`src/rtl/fpu_int_to_float.sv`:
```
// ----------------------------------------------------------------------------
// fpu_int_to_float
//   Multi-cycle 32-bit integer to IEEE-754 single converter (FCVT.S.W and
//   FCVT.S.WU). The operand magnitude is left-normalised a few bit positions
//   per cycle. It is then rounded to nearest, ties to even, and the packed
//   result is registered.
//
// Ports
//   CLK      in   1   clock, rising edge
//   RESET_N  in   1   asynchronous active-low reset
//   START    in   1   conversion request, sampled only while idle
//   SIGNED   in   1   1: INT_IN is two's complement, 0: unsigned
//   INT_IN   in   32  integer operand, sampled with START
//   BUSY     out  1   high while normalising or rounding
//   DONE     out  1   one-cycle pulse, RESULT/INEXACT valid from this cycle
//   RESULT   out  32  IEEE-754 single, held until the next DONE
//   INEXACT  out  1   rounding discarded nonzero bits, held with RESULT
//
// Parameter
//   SHIFT_PER_CYCLE  largest normalisation shift taken in one cycle (1,2,4,8)
// ----------------------------------------------------------------------------
module fpu_int_to_float #(
    parameter int SHIFT_PER_CYCLE = 4
) (
    input  logic        CLK,
    input  logic        RESET_N,
    input  logic        START,
    input  logic        SIGNED,
    input  logic [31:0] INT_IN,
    output logic        BUSY,
    output logic        DONE,
    output logic [31:0] RESULT,
    output logic        INEXACT
);

    typedef enum logic [1:0] {
        ST_IDLE  = 2'd0,
        ST_NORM  = 2'd1,
        ST_ROUND = 2'd2
    } state_e;

    // Exponent of a magnitude whose leading one sits in bit 31 (127 + 31).
    localparam logic [7:0] EXP_TOP = 8'd158;

    state_e      state_q,   state_d;
    logic [31:0] mag_q,     mag_d;
    logic [7:0]  exp_q,     exp_d;
    logic        sgn_q,     sgn_d;
    logic [31:0] result_q,  result_d;
    logic        inexact_q, inexact_d;
    logic        done_q,    done_d;

    // Rounding datapath. It reads the normalised magnitude, so it is only
    // meaningful while in ROUND.
    logic        guard_bit;
    logic        sticky_bit;
    logic        round_up;
    logic [23:0] rnd_sum;   // {carry, rounded 23-bit fraction}

    always_comb begin
        guard_bit  = mag_q[7];
        sticky_bit = |mag_q[6:0];
        // Round to nearest, ties to even: a tie rounds up only when the kept
        // LSB is odd.
        round_up   = guard_bit & (sticky_bit | mag_q[8]);
        rnd_sum    = {1'b0, mag_q[30:8]} + {23'd0, round_up};
    end

    always_comb begin
        // NOTE: every signal gets a default before the case statement, so no
        //       path leaves a signal unassigned and no latch is inferred.
        state_d   = state_q;
        mag_d     = mag_q;
        exp_d     = exp_q;
        sgn_d     = sgn_q;
        result_d  = result_q;
        inexact_d = inexact_q;
        done_d    = 1'b0;

        case (state_q)
            ST_IDLE: begin
                if (START) begin
                    if (INT_IN == 32'd0) begin
                        // Zero has no leading one to find, so it finishes at once as +0.
                        result_d  = 32'd0;
                        inexact_d = 1'b0;
                        done_d    = 1'b1;
                    end else begin
                        sgn_d   = SIGNED & INT_IN[31];
                        // The magnitude of -2^31 wraps back to 0x8000_0000.
                        // Read as unsigned, that value is already correct.
                        mag_d   = sgn_d ? (~INT_IN + 32'd1) : INT_IN;
                        exp_d   = EXP_TOP;
                        state_d = ST_NORM;
                    end
                end
            end

            ST_NORM: begin
                if (mag_q[31 -: SHIFT_PER_CYCLE] == '0) begin
                    // The top S bits are all zero, so a shift by S cannot
                    // overshoot the leading one.
                    mag_d = mag_q << SHIFT_PER_CYCLE;
                    exp_d = exp_q - 8'(SHIFT_PER_CYCLE);
                end else if (!mag_q[31]) begin
                    mag_d = mag_q << 1;
                    exp_d = exp_q - 8'd1;
                end else begin
                    state_d = ST_ROUND;
                end
            end

            ST_ROUND: begin
                // A fraction carry-out leaves the fraction bits at zero, and
                // the exponent goes up by one.
                result_d  = {sgn_q, exp_q + {7'd0, rnd_sum[23]}, rnd_sum[22:0]};
                inexact_d = guard_bit | sticky_bit;
                done_d    = 1'b1;
                state_d   = ST_IDLE;
            end

            default: state_d = ST_IDLE;
        endcase
    end

    // NOTE: state is updated with non-blocking assignments only. All flops
    //       then see the pre-edge values, and simulation matches hardware.
    always_ff @(posedge CLK or negedge RESET_N) begin
        if (!RESET_N) begin
            state_q   <= ST_IDLE;
            mag_q     <= 32'd0;
            exp_q     <= 8'd0;
            sgn_q     <= 1'b0;
            result_q  <= 32'd0;
            inexact_q <= 1'b0;
            done_q    <= 1'b0;
        end else begin
            state_q   <= state_d;
            mag_q     <= mag_d;
            exp_q     <= exp_d;
            sgn_q     <= sgn_d;
            result_q  <= result_d;
            inexact_q <= inexact_d;
            done_q    <= done_d;
        end
    end

    assign BUSY    = (state_q != ST_IDLE);
    assign DONE    = done_q;
    assign RESULT  = result_q;
    assign INEXACT = inexact_q;

endmodule

```
`config.mk`:
```
export PLATFORM = sky130hd
export DESIGN_NAME = fpu_int_to_float
export DESIGN_NICKNAME = d
export VERILOG_FILES = /design/src/rtl/fpu_int_to_float.sv
export SDC_FILE = /design/constraint.sdc
export NUM_CORES = 1
export LEC_CHECK = 0
export CAP_MARGIN = 30
export CORE_UTILIZATION = 55
export CTS_CLUSTER_SIZE = 12
export DETAILED_ROUTE_END_ITERATION = 10
export HOLD_SLACK_MARGIN = 0.03
export MAX_ROUTING_LAYER = met4
export PLACE_DENSITY = 0.81
export SETUP_SLACK_MARGIN = 0.4
export SYNTH_ARGS = -nofsm -noshare
export SYNTH_HDL_FRONTEND = slang
export SYNTH_SLANG_ARGS = --single-unit
```
`constraint.sdc`:
```
create_clock -name CLK -period 3.7 [get_ports CLK]
set_clock_uncertainty 0.2 [all_clocks]
set_input_delay 0.37 -clock CLK [delete_from_list [all_inputs] [get_ports CLK]]
set_output_delay 0.37 -clock CLK [all_outputs]
set_load 0.02 [all_outputs]
```
=== Yosys cells after proc, flatten, opt, wreduce, memory -nomap -nowiden ===
Cells that the tools add are included.

* Add/subtract/negate cells: 5
* Eq/ne operators: 8
* Multiplexer cells: 25
* Bitwise operators: 6
* Reduce and logical (&&, ||, !) cells: 12

{| class="wikitable"
|+ Operators by type and width
! cell !! number
|-
| 2-to-1 mux 32 bit || 7
|-
| case mux 32 bit (2 select lines) || 2
|-
| adder 32 x 1 -> 32 bit, second input constant || 1
|-
| zero test 32 bit || 1
|-
| 2-to-1 mux 8 bit || 4
|-
| inverter 32 bit || 1
|-
| adder 23 x 1 -> 24 bit || 1
|-
| case mux 8 bit (2 select lines) || 1
|-
| != test 2 bit, second input constant || 5
|-
| AND reduction 3 bit || 3
|-
| adder 8 x 1 -> 8 bit || 1
|-
| 2-to-1 mux 2 bit || 4
|-
| AND reduction 4 bit || 2
|-
| subtractor 8 x 1 -> 8 bit, second input constant || 1
|-
| subtractor 8 x 3 -> 8 bit, second input constant || 1
|-
| OR reduction 7 bit || 1
|-
| nonzero test 2 bit || 3
|-
| zero test 4 bit || 1
|-
| 2-to-1 mux 1 bit || 4
|-
| case mux 1 bit (2 select lines) || 2
|-
| case mux 2 bit (2 select lines) || 1
|-
| != test 3 bit, second input constant || 1
|-
| AND 1 bit || 2
|-
| equality test 2 x 1 -> 1 bit, second input constant || 1
|-
| other kinds (4) || 5
|}

* Bits in registers: 77
* Bits of input ports: 36
* Output and inout bits: 35
* Word-level logic and storage cells: 64

=== Logic depth before layout (Yosys ltp) ===
* Depth in word-level cells: 6
* Depth in mapped cells: 10
* Depth with buffers taken out: 10

=== Worst setup path after synthesis ===
Ideal clock, no wire load.

* Path kind: register to register
* Start point: register mag_q[17]
* End point: register result_q[29] (netlist: RESULT[29])
* Library setup time: 83 ps
* Arrival time: 2399 ps
* Required time: 3417 ps
* Setup slack: 1019 ps
* Cell stages (with the launch flop): 11
* Path buffers: 1
* Clock period less this slack: 2681 ps
* Cells stage by stage: dfrtp_1 clkbuf_1 nand4_1 nor4_1 nand2_1 nor3_1 ha_1 ha_1 nand4_1 xor2_1 o21ai_0

* Word-level cells in the longest chain between the ends: 3

{| class="wikitable"
|+ Ends and longest elaborated chain
! item !! line !! text
|-
| from (decl) || 46 || <nowiki>logic [31:0] mag_q, mag_d;</nowiki>
|-
| from (signal assigned) || 139 || <nowiki>mag_q <= mag_d;</nowiki>
|-
| adder 23 x 1 -> 24 bit || 66 || <nowiki>rnd_sum = {1'b0, mag_q[30:8]} + {23'd0, round_up};</nowiki>
|-
| adder 8 x 1 -> 8 bit || 116 || <nowiki>result_d = {sgn_q, exp_q + {7'd0, rnd_sum[23]}, rnd_sum[22:0]};</nowiki>
|-
| case mux 32 bit (2 select lines) || 80 || <nowiki>case (state_q)</nowiki>
|-
| to (signal assigned) || 142 || <nowiki>result_q <= result_d;</nowiki>
|-
| to (decl) || 49 || <nowiki>logic [31:0] result_q, result_d;</nowiki>
|}

Every way passes these cells.
A chain may end at the register's enable or synchronous reset.

=== Worst setup path after layout ===
* Start point: register mag_q[13]
* End point: register result_q[29] (netlist: RESULT[29])

Same word-level chain as after synthesis.

==> flow_summary_export.csv <==
group,metric,value,unit
critical_path,worst_path_max_delay_cell,"nor4_1",
die,dieArea,0.00896,mm²
clocking,cts_max_path_buffers,2,
pwr,power.switching,0.00179,W
logic_synthesis,async_flop_share,100,%
hold_path,hold_path.class,"flip-flop to flip-flop",
die,rows,33,
place,placed_cells,666,
critical_path,cp-start-kind,"flip-flop",
place,routabilityCongestion,0.952,
detailed_routing,wl,11.4,mm
logic_synthesis,netlist_top_cells_count,"dfrtp_1, o21ai_0, nand2_1",
die,fp.dieH,94.7,µm
critical_path,path_class,"flip-flop to flip-flop",
critical_path,rr_worst_depth,9,
critical_path,slowest_delay,0.63,ns
pwr,p_clk_share,16.6,%
detailed_routing,viasPerCell,6.11,
pwr,vdd_ir_drop_max,0.408,mV
clocking,root_buffer,"clkbuf_8",
critical_path,r2r_setup_slack,0.69,ns
critical_path,worst_ep_required_time,3.77,ns
pwr,comb_power_share,44.9,%
grt,overflow,0,
sta,setup_viol,0,
critical_path,critPathMaxFanout,8,
clocking,clock_latency,0.35,ns
critical_path,crit_family,"simple AND/OR/NAND/NOR gates",
logic_synthesis,syn_avg_cell_area,9.12,µm²
pwr,swShare,41.9,%
clocking,htree_num_levels,3,
detailed_routing,vias,4167,
pwr,report.power.total,0.00428,W
pwr,p_int,0.00249,W
logic_synthesis,synth_edf_count,0,
logic_synthesis,yosysMostFrequentCell,"dfrtp_1",
logic_synthesis,ys_ff_latch,77,
pwr,p_seq_share,38.6,%
sta,fin_crit_sh,81.3,%
place,io_buffers,70,
sta,slew_headroom,38.8,%
critical_path,end_kind,"flip-flop",
logic_synthesis,synthCells,518,
hold_path,holdPathStages,2,
finish,fin_area,0.00566,mm²
grt,grt_util_all_layers,28.3,%
die,ios,71,
sta,finalHoldViolations,0,
logic_synthesis,syn_area,0.00472,mm²
clocking,clk_pin_slew_worst_paths,0.09,ns
logic_synthesis,ys_top_cells_by_area,"dfrtp_1, xor2_1, o21ai_0, nand2_1, a221o_1",
clocking,cts_sinks,77,
sta,worst-slew-pin-transition,0.918,ns
place,dp_hpwl,8.30,mm
clocking,cts_tree,"built",
sta,fin_setup_tns,0,ns
detailed_routing,ant_nets,0,
finish,area.growth.synth_to_final,19.9,%
clocking,cts_buffers,9,
sta,grt_setup_unrepaired,"no",
detailed_routing,wl_per_cell,16.7,µm
logic_synthesis,yosysWarningCount,0,
pwr,p_leak,2.24,nW
pwr,power_density,755,mW/mm²
hold_path,min_from,"RESULT[25]",
critical_path,rr_startpoint,"mag_q[13]",
finish,drive_gt1_share,7.28,%
finish,diodes,0,
sta,fmax,0.333,GHz
logic_synthesis,yosys.area.top_type_share,40.8,%
logic_synthesis,synthesis.nets,562,
run,maxCapViolCount,0,
detailed_routing,first_pass_iters,5,
finish,fin_nets,617,
place,placed_area,0.00543,mm²
finish,fin_cells,682,
critical_path,critPathArrivalTime,3.08,ns
die,core,0.00826,mm²
detailed_routing,first_iter_violations,276,
grt,antenna_found_initial,0,
hold_path,worstHoldEndpoint,"RESULT[25]",
sta,period_needed,3.01,ns
critical_path,path_buf_inv,0,
critical_path,path_cells,"nand4_1 > nor4_1 > nand2_1 > nor3_1 > ha_1 > ha_1 > nand4_1 > xor2_1 > o21ai_0",
logic_synthesis,ys_types,56,
grt,grt_pass1_wl,19.0,mm
die,start_util,57.2,%
grt,grt_pass1_vias,3911,
run_status,status,"complete, no violations",
grt,grt_start_max_net_pins,78,
sta,timing.hold.ws,0.282,ns
logic_synthesis,synth_top_cell_by_area,"dfrtp_1",
critical_path,r2r-end,"RESULT[29]",
detailed_routing,drcViolationCount,0,
logic_synthesis,synth_top_flop_cell,"dfrtp_1",
die,die_x,94.7,µm
logic_synthesis,yosysSeqAreaShare,40.8,%
sta,slew_viol_final,0,
[how the worst max path moves through the flow]
stage	from	endpoint	slack [ns]	cells after the start
floorplan	mag_q[17]	RESULT[29]	1.02	10
global placement	INT_IN[0]	mag_q[13]	0.40	9
detailed placement	INT_IN[0]	mag_q[12]	0.29	9
CTS	INT_IN[1]	mag_q[12]	0.66	9
global route	mag_q[13]	RESULT[29]	0.49	9
finish	mag_q[13]	RESULT[29]	0.69	9
[logic make-up after synthesis]
family / Yosys count / synth area share, %
buf+inv: 50 / 5.24
simple gates: 185 / 20.0
xor+xnor: 59 / 10.9
mux: 2 / 0.424
fa+ha+maj: 8 / 2.12
compound gates: 137 / 20.5
flops: 77 / 40.8
[routing by layer]
| metal | part of all wire, % | track usage [%] | wire length (µm) | vias to the layer above |
|---|---|---|---|---|
| met3 | 5.5 | 3.14 | 620 | 19 |
| li1 | - | - | - | 1996 |
| met5 | 0 | - | 0 | - |
| met4 | 1.8 | 10.7 | 202 | 0 |
| met2 | 46 | 42.8 | 5250 | 161 |
| met1 | 47 | 39.1 | 5280 | 1991 |
[placed cells by master, fill, tap and decap left out, types with 2 or more instances in the layout]
master | synthesis | routed
inv_1 | 14 | 14
xnor2_1 | 22 | 22
buf_4 | 0 | 9
a22oi_1 | 2 | 2
mux2i_1 | 2 | 2
and3_1 | 3 | 3
nor4_1 | 10 | 10
o31ai_2 | 2 | 2
a221o_1 | 20 | 20
dfrtp_1 | 77 | 77
o211ai_1 | 4 | 4
clkbuf_8 | 3 | 10
nor4_2 | 2 | 2
ha_1 | 8 | 8
bufinv_16 | 0 | 2
a21oi_1 | 10 | 10
nand3_1 | 30 | 30
o31ai_1 | 7 | 7
nand2_1 | 55 | 55
and2_1 | 4 | 4
nor2_1 | 30 | 30
o21ai_1 | 4 | 4
a221oi_1 | 2 | 2
o21ai_0 | 59 | 59
o32a_1 | 2 | 2
or4_4 | 3 | 3
nand2b_1 | 5 | 5
nor3b_1 | 2 | 2
nor3_1 | 20 | 20
clkinvlp_4 | 0 | 2
a31oi_1 | 5 | 5
a22o_1 | 9 | 9
xor2_1 | 37 | 37
nand4_1 | 11 | 11
clkdlybuf4s50_1 | 0 | 69
[cell type report]
type                    instances  area, µm²
repair buffers                 79        768
flip-flops and latches         77       1930
clock buffers                  10        138
inverters                      15       56.3
well taps                     105        131
multi-input cells             391       2560
fillers                       664       2590
clock inverters                 5       83.8
[power groups by stage]
stage | logic [W] | clock network (W) | registers, W
3_5_place_dp | 0.00190 | 0 | 0.00165
4_1_cts | 0.00192 | 0.000720 | 0.00164
3_3_place_gp | 0.00186 | 0 | 0.00164
5_1_grt | 0.00211 | 0.000754 | 0.00171
6_report | 0.00192 | 0.000710 | 0.00165
2_1_floorplan | 0.00121 | 0 | 0.00166
[stage by stage]
stage,setup WS [ns],util (%)
floorplan,1.02,-
global placement,0.405,65.7
detailed placement,0.295,65.7
CTS,0.657,68.5
global route,0.492,68.6
finish,0.694,68.6
[worst reg2reg max path: stages (launching register included)]
cell     delay, ns
dfrtp_1       0.52
nand4_1       0.24
nor4_1        0.63
nand2_1       0.19
nor3_1        0.31
ha_1          0.23
ha_1          0.20
nand4_1       0.12
xor2_1        0.16
o21ai_0       0.14
[state kept, by name, summed over array words and instances, names as in the netlist]
name     count
mag_q       32
exp_q        8
DONE         1
RESULT      32
sgn_q        1
state_q      2
INEXACT      1
[what timing repair did]
item	CTS	global route
setup buffers	0	0
gates resized for setup	0	1
endpoints found under the hold margin	77	0
hold buffers	1	0
endpoints found under the setup margin	0	10
Note: power is estimated with default switching activity, not from simulation.
